<file path="src/rtl/if_fetch_axi_if.sv">
// ---------------------------------------------------------------------------
// if_fetch_axi_if
//   AXI4-Lite read-only bus between the instruction-fetch stage (master) and
//   the instruction memory / interconnect (slave).
//
//   AR channel : m_araddr[31:0], m_arvalid, m_arready, m_arprot[2:0]
//   R  channel : m_rdata[31:0], m_rresp[1:0], m_rvalid, m_rready
// ---------------------------------------------------------------------------
interface if_fetch_axi_if;
    logic [31:0] m_araddr;
    logic        m_arvalid;
    logic        m_arready;
    logic [2:0]  m_arprot;
    logic [31:0] m_rdata;
    logic [1:0]  m_rresp;
    logic        m_rvalid;
    logic        m_rready;

    modport master (
        output m_araddr, m_arvalid, m_arprot, m_rready,
        input  m_arready, m_rdata, m_rresp, m_rvalid
    );

    modport slave (
        input  m_araddr, m_arvalid, m_arprot, m_rready,
        output m_arready, m_rdata, m_rresp, m_rvalid
    );
endinterface

</file>
<file path="src/rtl/if_fetch_axi.sv">
// ---------------------------------------------------------------------------
// if_fetch_axi
//   Instruction-fetch stage feeding the IF/ID register. Owns the PC, fetches
//   one 32-bit word per transaction over AXI4-Lite, and presents it on
//   if_pc/if_inst while holding. Applies branch redirects from ID (after the
//   delay slot has been delivered) and exception redirects (flush), and
//   discards read data that a flush has made stale.
//
//   Ports
//     clk                   rising-edge clock
//     rst                   asynchronous active-low reset
//     stall[5:0]            pipeline stall vector, bit 0 holds IF
//     flush, new_pc         exception redirect (highest priority)
//     branch_flag_i,
//     branch_target_addr_i  taken branch/jump resolved in ID
//     axi                   AXI4-Lite read master
//     if_pc, if_inst        presented instruction (inst = 0 when not valid)
//     if_fetch_err          misaligned PC or non-OKAY response for if_pc
//     stallreq_if           fetch not complete, freeze IF/ID
// ---------------------------------------------------------------------------
module if_fetch_axi #(
    parameter logic [31:0] RESET_PC = 32'hBFC0_0000
) (
    input  logic                  clk,
    input  logic                  rst,
    input  logic [5:0]            stall,
    input  logic                  flush,
    input  logic [31:0]           new_pc,
    input  logic                  branch_flag_i,
    input  logic [31:0]           branch_target_addr_i,
    if_fetch_axi_if.master        axi,
    output logic [31:0]           if_pc,
    output logic [31:0]           if_inst,
    output logic                  if_fetch_err,
    output logic                  stallreq_if
);

    typedef enum logic [1:0] {
        S_IDLE = 2'd0,
        S_AR   = 2'd1,
        S_R    = 2'd2,
        S_HOLD = 2'd3
    } state_t;

    state_t      state_reg, state_next;

    logic [31:0] pc_reg;
    logic [31:0] araddr_reg;       // address of the read in flight
    logic [31:0] pend_target_reg;
    logic        pend_reg;
    logic        kill_reg;         // in-flight read was made stale by a flush
    logic [31:0] if_pc_reg;
    logic [31:0] inst_reg;
    logic        err_reg;

    logic        misaligned;
    logic        advance;
    logic        hold_entry;
    logic        hold_exit;
    logic        rsp_err;
    logic [31:0] pc_advance;

    // Only bit 0 of the stall vector concerns the fetch stage.
    logic        unused_stall;
    assign unused_stall = ^stall[5:1];

    assign misaligned = (pc_reg[1:0] != 2'b00);
    assign advance    = (state_reg == S_HOLD) && !stall[0] && !flush;
    assign hold_entry = (state_next == S_HOLD) && (state_reg != S_HOLD);
    assign hold_exit  = (state_reg == S_HOLD) && (state_next != S_HOLD);
    assign rsp_err    = (axi.m_rresp != 2'b00);

    // A branch seen in the advancing cycle beats one captured earlier.
    always_comb begin
        pc_advance = pc_reg + 32'd4;
        if (branch_flag_i) begin
            pc_advance = branch_target_addr_i;
        end else if (pend_reg) begin
            pc_advance = pend_target_reg;
        end
    end

    // ---------------- FSM: state register ----------------
    always_ff @(posedge clk or negedge rst) begin
        if (!rst) begin
            state_reg <= S_IDLE;
        end else begin
            state_reg <= state_next;
        end
    end

    // ---------------- FSM: next state ----------------
    always_comb begin
        state_next = state_reg;
        case (state_reg)
            S_IDLE: begin
                // A flush here retargets pc; re-evaluate it next cycle.
                if (flush) begin
                    state_next = S_IDLE;
                end else if (misaligned) begin
                    state_next = S_HOLD;
                end else begin
                    state_next = S_AR;
                end
            end
            S_AR: begin
                // The AR request cannot be withdrawn, even on flush.
                if (axi.m_arready) begin
                    state_next = S_R;
                end
            end
            S_R: begin
                if (axi.m_rvalid) begin
                    state_next = (kill_reg || flush) ? S_IDLE : S_HOLD;
                end
            end
            S_HOLD: begin
                if (flush || !stall[0]) begin
                    state_next = S_IDLE;
                end
            end
            default: state_next = S_IDLE;
        endcase
    end

    // ---------------- FSM: outputs ----------------
    always_comb begin
        axi.m_arvalid = (state_reg == S_AR);
        axi.m_araddr  = araddr_reg;
        axi.m_arprot  = 3'b100;            // instruction, secure, unprivileged
        axi.m_rready  = (state_reg == S_R);
        stallreq_if   = (state_reg != S_HOLD);
        if_pc         = if_pc_reg;
        if_inst       = inst_reg;
        if_fetch_err  = err_reg;
    end

    // ---------------- PC, redirect and presentation registers ----------------
    always_ff @(posedge clk or negedge rst) begin
        if (!rst) begin
            pc_reg          <= RESET_PC;
            araddr_reg      <= RESET_PC;
            pend_reg        <= 1'b0;
            pend_target_reg <= 32'd0;
            kill_reg        <= 1'b0;
            if_pc_reg       <= RESET_PC;
            inst_reg        <= 32'd0;
            err_reg         <= 1'b0;
        end else begin
            // PC / pending branch: flush > advance > branch capture
            if (flush) begin
                pc_reg   <= new_pc;
                pend_reg <= 1'b0;
            end else if (advance) begin
                pc_reg   <= pc_advance;
                pend_reg <= 1'b0;
            end else if (branch_flag_i) begin
                pend_reg        <= 1'b1;
                pend_target_reg <= branch_target_addr_i;
            end

            // Latch the request address so a flush during S_AR cannot
            // disturb it before the handshake.
            if ((state_reg == S_IDLE) && (state_next == S_AR)) begin
                araddr_reg <= pc_reg;
            end

            // Completion of the read always retires kill; a flush while the
            // read is outstanding marks its data stale.
            if ((state_reg == S_R) && axi.m_rvalid) begin
                kill_reg <= 1'b0;
            end else if (flush && ((state_reg == S_AR) || (state_reg == S_R))) begin
                kill_reg <= 1'b1;
            end

            // Presented instruction changes only on S_HOLD entry and exit.
            if (hold_entry) begin
                if (state_reg == S_IDLE) begin
                    if_pc_reg <= pc_reg;
                    inst_reg  <= 32'd0;
                    err_reg   <= 1'b1;
                end else begin
                    if_pc_reg <= araddr_reg;
                    inst_reg  <= rsp_err ? 32'd0 : axi.m_rdata;
                    err_reg   <= rsp_err;
                end
            end else if (hold_exit) begin
                inst_reg <= 32'd0;
                err_reg  <= 1'b0;
            end
        end
    end

endmodule

</file>
<file path="src/flat_wrapper.sv">
// flat-port wrapper written by rule: the top's interface ports become plain ports
module if_fetch_axi_flat 
#(
    parameter logic [31:0] RESET_PC = 32'hBFC0_0000
)
  (clk, rst, stall, flush, new_pc, branch_flag_i, branch_target_addr_i, if_pc, if_inst, if_fetch_err, stallreq_if, axi_m_araddr, axi_m_arvalid, axi_m_arprot, axi_m_rready, axi_m_arready, axi_m_rdata, axi_m_rresp, axi_m_rvalid);
  if_fetch_axi_if axi_i ();
  input  logic clk;
  input  logic rst;
  input  logic [5:0] stall;
  input  logic flush;
  input  logic [31:0] new_pc;
  input  logic branch_flag_i;
  input  logic [31:0] branch_target_addr_i;
  output logic [31:0] if_pc;
  output logic [31:0] if_inst;
  output logic if_fetch_err;
  output logic stallreq_if;
  output wire logic [$bits(axi_i.m_araddr)-1:0] axi_m_araddr;
  output wire logic [$bits(axi_i.m_arvalid)-1:0] axi_m_arvalid;
  output wire logic [$bits(axi_i.m_arprot)-1:0] axi_m_arprot;
  output wire logic [$bits(axi_i.m_rready)-1:0] axi_m_rready;
  input wire logic [$bits(axi_i.m_arready)-1:0] axi_m_arready;
  input wire logic [$bits(axi_i.m_rdata)-1:0] axi_m_rdata;
  input wire logic [$bits(axi_i.m_rresp)-1:0] axi_m_rresp;
  input wire logic [$bits(axi_i.m_rvalid)-1:0] axi_m_rvalid;
  assign axi_m_araddr = axi_i.m_araddr;
  assign axi_m_arvalid = axi_i.m_arvalid;
  assign axi_m_arprot = axi_i.m_arprot;
  assign axi_m_rready = axi_i.m_rready;
  assign axi_i.m_arready = axi_m_arready;
  assign axi_i.m_rdata = axi_m_rdata;
  assign axi_i.m_rresp = axi_m_rresp;
  assign axi_i.m_rvalid = axi_m_rvalid;
  if_fetch_axi #(.RESET_PC(RESET_PC)) u_core (.clk(clk), .rst(rst), .stall(stall), .flush(flush), .new_pc(new_pc), .branch_flag_i(branch_flag_i), .branch_target_addr_i(branch_target_addr_i), .axi(axi_i), .if_pc(if_pc), .if_inst(if_inst), .if_fetch_err(if_fetch_err), .stallreq_if(stallreq_if));
endmodule
</file>
<file path="config.mk">
export PLATFORM = sky130hd
export DESIGN_NAME = if_fetch_axi_flat
export DESIGN_NICKNAME = d
export VERILOG_FILES = /design/src/rtl/if_fetch_axi_if.sv /design/src/rtl/if_fetch_axi.sv /design/src/flat_wrapper.sv
export SDC_FILE = /design/constraint.sdc
export NUM_CORES = 1
export LEC_CHECK = 0
export ABC_AREA = 1
export CELL_PAD_IN_SITES_DETAIL_PLACEMENT = 1
export CELL_PAD_IN_SITES_GLOBAL_PLACEMENT = 1
export CORE_ASPECT_RATIO = 1.5
export CORE_MARGIN = 2
export CORE_UTILIZATION = 36
export DETAILED_ROUTE_END_ITERATION = 8
export PLACE_DENSITY = 0.81
export SETUP_SLACK_MARGIN = 0.15
export SLEW_MARGIN = 5
export SYNTH_ARGS = -nofsm -noshare
export SYNTH_HDL_FRONTEND = slang
export SYNTH_SLANG_ARGS = --single-unit
</file>
<file path="constraint.sdc">
create_clock -name clk -period 2.8 [get_ports clk]
set_input_delay 0.42 -clock clk [delete_from_list [all_inputs] [get_ports clk]]
set_output_delay 0.42 -clock clk [all_outputs]
set_load 0.01 [all_outputs]
</file>
==> out/metrics.yaml, run 1 <==
drt:
  antenna_left: 0
  drt-total-wl_um: 26600
  drcViolationCount: 0
  vias_per_cell: 5.12
  drt_pre_antenna_iters: 4
  detailedRoute.firstIterationViolations: 323
  wl_per_cell_um: 17.6
  num_vias: 7744
global_routing:
  grt_antenna_before_repair: 0
  grt_util_all_layers: 0.221
  grt_pass1_wl_um: 43000
  grt_max_degree: 73
  globalRouteOverflowTotal: 0
  grt_pass1_vias: 8148
cells_and_area:
  fillCellCount: 2767
  finalNetCount: 1337
  final_cell_area_sq_um: 11200
  antenna_diode_count: 0
  syn_to_final_growth_pct: 33.9
  ff_latch_area_sq_um: 4160
  multi_input_comb_area_sq_um: 3730
  drive_gt1_frac: 0.103
clocking:
  cts_max_path_buffers: 2
  cts.repair_timing.setup_buffer_count: 0
  h-tree-depth: 4
  post_cts_sizing_count: 0
  tritoncts: "yes"
  clk_root_buffer_cell: "clkbuf_16"
  clk_transition_reported_paths_ps: 60
  cts.sink_count: 165
  cts-buffers-inserted: 17
  ctsHoldBuffers: 0
  insertion_delay_ps: 440
yosys:
  synthesis.yosys.warnings: 0
  synth.distinct_cells: 40
  synth-edff-count: 0
  postSynth.asyncResetShare: 1.00
  synth_top_cells_by_area: "dfrtp_1 (41%), nand2_1 (15%), dfstp_2 (8.5%)"
  proportion_of_synthesized_chip_area_in_sequential_cells: 0.496
  dominantRegCellSynth: "dfrtp_1"
  synthesis.instances: 1040
  syn-cell-area_sq_um: 8390
  post-synth-top-area-fraction: 0.412
  synth.ff_latch_count: 165
  yosysTopAreaCell: "dfrtp_1"
  synthesis.area_per_instance_sq_um: 8.06
worst_setup_path:
  setup.reg_to_reg.worst_slack_ps: 430
  crit_required_ps: 3140
  critPathKind: "reg -> reg"
  worstPathArrival_ps: 2710
  worstPathMaxFanout: 47
  timing.critical_path.from_type: "flip-flop"
  worstSetupEndpointType: "flip-flop"
sta:
  final_period_minus_worst_setup_slack_ps: 2370
  relSlewSlack: 0.532
  setup_tns_ps: 0
  maxSlewViolCount: 0
  grt_setup_unrepaired: "false"
  tightest_slew_ps: 702
  final.period_utilization: 0.847
  fmax_mhz: 422
  setup_viol: 0
  worst_clock_skew_ps: 16.3
  hold_violations: 0
floorplan:
  effective_utilization_at_floorplan: 0.365
  num_rows: 68
  io-pin-count: 213
  die_y_um: 191
  fp.dieArea_sq_um: 24600
  core_region_area_sq_um: 23000
  die_x_um: 129
pwr:
  seq_power_share: 0.381
  clock_power_share: 0.235
  irDropWorstVdd_mv: 0.473
  design_power_mw: 9.83
  net-switching-power_mw: 3.65
  power.internal_mw: 6.18
  static-leakage-power_nw: 4.82
  combinationalPowerShare: 0.384
  powerDensity_nw_per_um2: 875
  power.switching_fraction: 0.371
min_path:
  timing.hold.worst.class: "in -> async"
job:
  maxCapViolCount: 0
outcome:
  run_status: "finished, final reports clean"
placement:
  buffer_ports.inserted: 204
  placed_cell_area_sq_um: 10700
  dp_hpwl_um: 19600
  place.gp.congestion: 0.850
-- routing by layer --
metal / up-vias / share of wire / track usage
met2: 185 / 0.51 / 0.376
met5: - / 0 / 0
li1: 3768 / - / -
met3: 35 / 0.038 / 0.0341
met1: 3756 / 0.43 / 0.280
met4: 0 / 0.027 / 0.0886
-- cell usage in the layout (no fill, tap or decap), types with 17 or more instances in the layout --
master	instances
clkdlybuf4s50_1	203
nand3_1	72
dfrtp_1	138
inv_1	48
o21ai_1	32
o21ai_0	60
a31oi_1	33
clkbuf_16	17
nor2_1	117
mux2_2	25
dfstp_2	27
nand2_1	334
a21oi_1	17
-- synthesized netlist by cell type, types with 3 or more instances --
cell and instances:
a21oi_1 17, clkbuf_1 30, o211ai_1 3, dfrtp_1 138
o21ai_1 32, nor2_4 5, o21ai_0 60, a221oi_1 16
a31oi_1 33, inv_1 48, ha_1 6, buf_2 10
dfstp_2 27, buf_6 6, nand3_1 72, buf_4 6
nor2_2 8, buf_1 9, nor2_1 117, mux2_1 5
nand2_2 5, mux2_2 25, inv_2 3, nand2_1 334
xor2_1 4
-- per-stage QoR --
step           cells  setup WS [ps]  hold WS [ps]  utilization
2_1_floorplan   1041            444           124            -
3_3_place_gp    1482            281           462        0.465
3_5_place_dp    1482            197           472        0.465
4_1_cts         1512            425          28.4        0.489
5_1_grt         1512            268          51.8        0.489
6_report        1512            429          5.76        0.489
-- layout make-up --
cell class                 instances  share of cell area
tap                              280              0.0312
sequential                       165               0.371
inverter                          53              0.0182
clock buffer                      19              0.0385
clock inverter                    11              0.0111
timing repair buffer             222               0.198
multi-input combinational        762               0.332
-- power groups by stage --
stage	clock network [mW]	registers (mW)	logic, mW
after global routing	2.44	3.84	4.17
after detailed placement	0	3.78	3.81
after global placement	0	3.74	3.71
after floorplan	0	3.86	1.76
final	2.31	3.75	3.78
after CTS	2.36	3.75	3.84
-- path summary, 6_finish.rpt --
path                                startpoint                         to  cells after the start
max                        u_core.state_reg[0]           u_core.if_pc[29]                     12
min                                        rst  u_core.pend_target_reg[0]                      1
max reg2reg                u_core.state_reg[0]           u_core.if_pc[29]                     12
min reg2reg                 u_core.if_inst[27]         u_core.if_inst[27]                      2
max in group asynchronous                  rst          u_core.pc_reg[22]                      2
min in group clk            u_core.if_inst[27]         u_core.if_inst[27]                      2
-- cells by family (layout without fill, tap and decap cells) --
family | Yosys count | after routing | share of synthesized area
buffers and inverters | 114 | 305 | 0.0612
XOR/XNOR | 4 | 4 | 0.00418
AND/OR/NAND/NOR | 551 | 551 | 0.273
multiplexers | 30 | 30 | 0.0403
adder cells (fa/ha/maj) | 6 | 6 | 0.00895
other | 2 | 3 | 0.000895
AO/OA/AOI/OAI | 168 | 168 | 0.115
flip-flops | 165 | 165 | 0.496
-- worst max-delay path, stage by stage (launching register included) --
cell     delay, ps
dfrtp_1        420
inv_1          120
ha_1           240
nand2_1         70
inv_1           80
nand3_1         70
a21oi_1        140
a21oi_1        110
nor2_1         190
ha_4           290
buf_12         250
nor2_1          80
a31oi_1        180
No activity file was read; power rests on OpenSTA's default activity.
==> run 2: changes to the inputs <==
==> constraint.sdc (replaced) <==
create_clock -name clk -period 2.45 [get_ports clk]
set_input_delay 0.3675 -clock clk [delete_from_list [all_inputs] [get_ports clk]]
set_output_delay 0.3675 -clock clk [all_outputs]
set_load 0.01 [all_outputs]
==> run 2 against run 1 <==
  * Non-clock buffer count rose by 13
  * Largest cell class unchanged
  * Sequential cell count unchanged
  * Largest power group unchanged
  * Critical path depth down 1
  * Sequential power up 15%
  * Die area stayed put
  * Final area is 2.7% higher
  * Clock power up 22%
==> out/metrics.yaml, run 2 (synthesized netlist as in run 1, its figures left out) <==
worst_setup_path:
  worstPathCellList: "inv_1 > ha_1 > inv_1 > o211ai_1 > a21oi_2 > nor2_2 > ha_4 > clkinvlp_4 > buf_12 > nand3_1 > o21ai_1"
  worst_r2r_startpoint: "u_core.state_reg[1]"
  setup.reg_to_reg.worst_slack_ps: 190  # -240 ps
  worstReg2RegEnd: "u_core.if_inst[3]"
  worst_stage_delay_on_the_critical_path_ps: 460  # +40 ps
  crit_family: "buffers and inverters"
  cp_common_cell: "inv_1"
  timing.critical_path.from_type: "flip-flop"
  worstPathArrival_ps: 2610  # -100 ps
  worstPathMaxFanout: 9  # -81%
  worst-r2r-cell-count: 11  # -1
  crit_required_ps: 2800  # -340 ps
  timing.critical_path.slowest_stage_cell: "dfrtp_2"
  worstSetupEndpointType: "flip-flop"
  critPathKind: "reg -> reg"
  worst-path-buf-inv: 4  # +1
global_routing:
  grt_max_degree: 60  # -18%
  grt_pass1_wl_um: 42600  # -0.91%
  globalRouteOverflowTotal: 0  # unchanged
  grt_antenna_before_repair: 0  # unchanged
  grt_util_all_layers: 0.220  # -0.000762
  grt_pass1_vias: 8055  # -1.1%
min_path:
  timing.hold.worst.class: "in -> async"
sta:
  maxSlewViolCount: 0  # unchanged
  worst_clock_skew_ps: 9.32  # -6.98 ps
  setup_tns_ps: 0  # unchanged
  final.period_utilization: 0.921  # +0.0740
  worst_slack_ps: 194  # -235 ps
  tightest_slew_ps: 542  # -160 ps
  setup_viol: 0  # unchanged
  final_period_minus_worst_setup_slack_ps: 2260  # -115 ps
  hold_violations: 0  # unchanged
  relSlewSlack: 0.639  # +0.107
  fmax_mhz: 443  # +5.1%
  grt_setup_unrepaired: "true"
pwr:
  static-leakage-power_nw: 4.92  # +2.0%
  powerDensity_nw_per_um2: 1020  # +17%
  irDropWorstVdd_mv: 0.527  # +11%
clocking:
  cts.sink_count: 165  # unchanged
  cts-buffers-inserted: 17  # unchanged
  clk_root_buffer_cell: "clkbuf_16"
  cts_max_path_buffers: 2  # unchanged
  insertion_delay_ps: 430  # about the same
  h-tree-depth: 4  # unchanged
  clk_transition_reported_paths_ps: 70  # about the same
  tritoncts: "yes"
cells_and_area:
  multi_input_comb_area_sq_um: 3790  # +1.6%
  finish.utilization: 0.502  # +0.0132
  antenna_diode_count: 0  # unchanged
  final_cell_count_no_fill: 1527  # +0.99%
  drive_gt1_frac: 0.127  # +0.0236
  fillCellCount: 2718  # -1.8%
  ff_latch_area_sq_um: 4160  # about the same
  finalNetCount: 1350  # +0.97%
  most-common-layout-cells: "nand2_1 (333), clkdlybuf4s50_1 (203), dfrtp_1 (137), nor2_1 (116), nand3_1 (69)"
  syn_to_final_growth_pct: 37.5
  mostFrequentLayoutCell: "nand2_1"
drt:
  num_vias: 7914  # +2.2%
  detailedRoute.firstIterationViolations: 358  # +11%
  wl_per_cell_um: 17.8  # +1.6%
  drt-total-wl_um: 27300  # +2.6%
  drt_pre_antenna_iters: 4  # unchanged
  antenna_left: 0  # unchanged
  vias_per_cell: 5.18  # +1.2%
  drcViolationCount: 0  # unchanged
floorplan:
  die_y_um: 191  # unchanged
  fp.dieArea_sq_um: 24600  # unchanged
  num_rows: 68  # unchanged
  core_region_area_sq_um: 23000  # unchanged
  die_x_um: 129  # unchanged
  effective_utilization_at_floorplan: 0.365  # unchanged
  io-pin-count: 213  # unchanged
placement:
  buffer_ports.inserted: 204  # unchanged
  dpl.cell_count: 1486  # +0.27%
  post-place-ws_ps: -181  # -378 ps
  place.gp.congestion: 0.859  # +1.1%
  dp_hpwl_um: 19800  # +1.3%
outcome:
  run_status: "finished, final reports clean"
job:
  maxCapViolCount: 0  # unchanged
==> run 2: through the flow <==
step / power [mW] / hold slack (ps) / instance area [sq um]
6_report: 11.8 / 453 / 11500
5_1_grt: 12.5 / 502 / 11500
3_3_place_gp: 8.54 / 370 / 10700
4_1_cts: 11.6 / 478 / 11400
3_5_place_dp: 8.69 / 370 / 10700
2_1_floorplan: 6.42 / 71.9 / 8390
==> run 2: metal layers <==
| layer | part of all wire | track usage | wire [um] |
|---|---|---|---|
| met1 | 0.42 | 0.272 | 11500 |
| met2 | 0.51 | 0.390 | 14000 |
| met3 | 0.038 | 0.0327 | 1030 |
| met4 | 0.026 | 0.0761 | 709 |
| met5 | 0 | 0 | 0 |
==> run 2: worst register-to-register path, cell delays in order (launching register included) <==
cell	delay (ps)
dfrtp_2	460
inv_1	140
ha_1	220
inv_1	60
o211ai_1	190
a21oi_2	110
nor2_2	160
ha_4	240
clkinvlp_4	170
buf_12	150
nand3_1	90
o21ai_1	180
==> run 2: power breakdown <==
group          leakage, nW  total, mW  internal, mW  switching (mW)
combinational         2.63       4.65          2.15            2.50
clock                0.294       2.82          1.65            1.17
sequential            2.00       4.31          3.64           0.672
total                 4.92       11.8          7.43            4.34
==> run 2: area by class of cell <==
cell class	count	share of cell area
Sequential cell	165	0.361
Multi-Input combinational cell	762	0.328
Timing Repair Buffer	235	0.209
Clock buffer	19	0.0384
Tap cell	280	0.0304
Inverter	53	0.0180
Clock inverter	13	0.0149
==> run 2: timing repair <==
item / CTS / global route
gates resized for setup: 4 / 36
hold endpoints to repair: 48 / 0
pin swaps: 0 / 13
hold buffers: 1 / 0
buffers inserted: 0 / 5
setup endpoints to repair: 32 / 60
gates cloned: 0 / 3
==> run 2: how the worst max path moves through the flow <==
stage,cells after the start,slack (ps),endpoint,startpoint
global route,13,70,u_core.if_inst[23],u_core.state_reg[0]
CTS,3,160,stallreq_if,u_core.state_reg[1]
global placement,11,5,u_core.if_inst[17],flush
finish,11,190,u_core.if_inst[3],u_core.state_reg[1]
floorplan,13,210,u_core.if_pc[0],u_core.state_reg[0]
detailed placement,11,-180,u_core.if_inst[3],flush
==> run 3: changes to the inputs <==
--- a/config.mk
+++ b/config.mk
@@ -8,7 +8,6 @@
 export ABC_AREA = 1
 export CELL_PAD_IN_SITES_DETAIL_PLACEMENT = 1
 export CELL_PAD_IN_SITES_GLOBAL_PLACEMENT = 1
-export CORE_ASPECT_RATIO = 1.5
 export CORE_MARGIN = 2
 export CORE_UTILIZATION = 36
 export DETAILED_ROUTE_END_ITERATION = 8
==> run 3 against run 2 <==
  * Die area down 0.11%
  * Total power up 0.22%
  * Worst setup slack better by 31 ps
  * Non-clock buffer count unchanged
  * Sequential cell count unchanged
  * Clock power up 2%
  * Highest routed layer unchanged
==> out/metrics.yaml, run 3 (synthesized netlist as in run 1, its figures left out) <==
worst_setup_path:
  worstPathMaxFanout: 6  # -3
  setup.reg_to_reg.worst_slack_ps: 250  # +60 ps
  worstPathArrival_ps: 1860  # -750 ps
  worstSetupEndpointType: "primary output"
  crit_required_ps: 2080  # -720 ps
  timing.critical_path.from_type: "flip-flop"
  critPathKind: "reg -> out"
cells_and_area:
  antenna_diode_count: 0  # unchanged
  final_cell_count_no_fill: 1560  # +2.2%
  final_cell_area_sq_um: 11500  # about the same
  finish.utilization: 0.507  # +0.00466
  most-common-layout-cells: "nand2_1 (334), clkdlybuf4s50_1 (203), dfrtp_1 (137), nor2_1 (116), nand3_1 (72)"
  mostFrequentLayoutCell: "nand2_1"
  syn_to_final_growth_pct: 37.6  # about the same
  finalNetCount: 1350  # unchanged
  drive_gt1_frac: 0.123  # -0.00321
drt:
  detailedRoute.firstIterationViolations: 481  # +34%
  drcViolationCount: 0  # unchanged
  wl_per_cell_um: 18.0  # +1.0%
  antenna_left: 0  # unchanged
  vias_per_cell: 5.10  # -1.5%
  drt_pre_antenna_iters: 5  # +1
  num_vias: 7963  # +0.62%
  drt-total-wl_um: 28100  # +3.2%
pwr:
  power.internal_mw: 7.39  # -0.51%
  combinationalPowerShare: 0.390  # -0.005
  design_power_mw: 11.8  # +0.22%
  power.switching_fraction: 0.373  # +0.00463
  powerDensity_nw_per_um2: 1020  # +0.15%
  irDropWorstVdd_mv: 0.475  # -9.9%
  static-leakage-power_nw: 4.93  # +0.17%
  net-switching-power_mw: 4.41  # +1.5%
  clock_power_share: 0.243  # +0.004
  seq_power_share: 0.366  # about the same
job:
  maxCapViolCount: 0  # unchanged
floorplan:
  effective_utilization_at_floorplan: 0.368  # +0.00311
  io-pin-count: 213  # unchanged
  num_rows: 55  # -19%
  core_region_area_sq_um: 22800  # -0.84%
  die_y_um: 157  # -18%
  die_x_um: 157  # +22%
  fp.dieArea_sq_um: 24500  # -0.11%
outcome:
  run_status: "finished, final reports clean"
sta:
  worst_slack_ps: 225  # +31.0 ps
  final.period_utilization: 0.908  # -0.0127
  tightest_slew_ps: 529  # -12.8 ps
  maxSlewViolCount: 0  # unchanged
  worst_clock_skew_ps: 20.4  # +11.1 ps
  hold_violations: 0  # unchanged
  relSlewSlack: 0.647  # +0.00854
  setup_tns_ps: 0  # unchanged
  final_period_minus_worst_setup_slack_ps: 2220  # -31.0 ps
  fin_worst_hold_slack_ps: 422  # -30.9 ps
  setup_viol: 0  # unchanged
  grt_setup_unrepaired: "false"
  fmax_mhz: 449  # +1.4%
clocking:
  h-tree-depth: 4  # unchanged
  clk_root_buffer_cell: "clkbuf_16"
  cts-buffers-inserted: 17  # unchanged
  cts.sink_count: 165  # unchanged
  cts_max_path_buffers: 2  # unchanged
  insertion_delay_ps: 440  # about the same
  clk_transition_reported_paths_ps: 70  # about the same
  tritoncts: "yes"
global_routing:
  grt_util_all_layers: 0.231  # +0.0108
  grt_pass1_vias: 8118  # +0.78%
  grt_antenna_before_repair: 0  # unchanged
  grt_pass1_wl_um: 44300  # +4.0%
  globalRouteOverflowTotal: 0  # unchanged
  grt_max_degree: 54  # -10%
placement:
  dp_hpwl_um: 20100  # +1.5%
  dpl.cell_count: 1523  # +2.5%
  place.gp.congestion: 0.883  # +2.8%
  post-place-ws_ps: -189  # -8.02 ps
  buffer_ports.inserted: 204  # unchanged
  placed_cell_area_sq_um: 10800  # +0.78%
min_path:
  timing.hold.worst.class: "in -> async"
## run 3: changes by cell type in the layout (fill, tap and decap cells not counted), moves of 2 or more
cell,previous run,this run
buf_4,19,21
clkbuf_16,19,17
clkinvlp_4,4,2
nand3_2,3,0
inv_6,3,6
buf_6,3,1
o21ai_1,52,44
o21ai_0,39,48
nand3_1,69,72
## run 3: area by class of cell
class / count / area, sq um
clock buffers: 17 / 425
multi-input cells: 762 / 3770
flip-flops and latches: 165 / 4160
inverters: 53 / 206
clock inverters: 15 / 190
fillers: 2718 / 11200
well taps: 313 / 392
repair buffers: 235 / 2400
## run 3: final timing paths
| path | startpoint | end | depth (start not counted) |
|---|---|---|---|
| worst min-delay path | rst | u_core.if_pc[16] | 2 |
| worst max register to register | u_core.state_reg[0] | u_core.if_inst[17] | 13 |
| worst max-delay path | u_core.state_reg[1] | stallreq_if | 3 |
| max in group asynchronous | rst | u_core.pc_reg[29] | 3 |
| worst min register to register | u_core.if_inst[26] | u_core.if_inst[26] | 2 |
| min in group clk | u_core.if_inst[26] | u_core.if_inst[26] | 2 |
## run 3: layer usage
| metal | GRT usage | wire length [um] | vias to the layer above |
|---|---|---|---|
| met5 | 0 | 0 | - |
| met4 | 0.0612 | 499 | 0 |
| met3 | 0.0468 | 1400 | 32 |
| met2 | 0.374 | 13200 | 225 |
| met1 | 0.316 | 13100 | 3911 |
| li1 | - | - | 3795 |
## run 3: worst max-delay path, stage by stage (launching register included)
cell and delay [ps]:
dfrtp_2 470, ha_1 270, inv_2 130, clkdlybuf4s50_1 550
## run 3: power groups by stage
stage / clock [mW] / combinational [mW] / sequential, mW
global route: 3.03 / 5.06 / 4.43
CTS: 2.91 / 4.61 / 4.32
global placement: 0 / 4.30 / 4.31
floorplan: 0 / 2.01 / 4.41
finish: 2.87 / 4.61 / 4.32
detailed placement: 0 / 4.41 / 4.35
## run 3: repair_timing
action / CTS / global route
endpoints found under the hold margin: 27 / 0
resized for setup: 8 / 19
hold buffers: 1 / 0
setup buffers: 1 / 2
pin swaps: 1 / 7
cloned: 1 / 0
endpoints found under the setup margin: 11 / 31
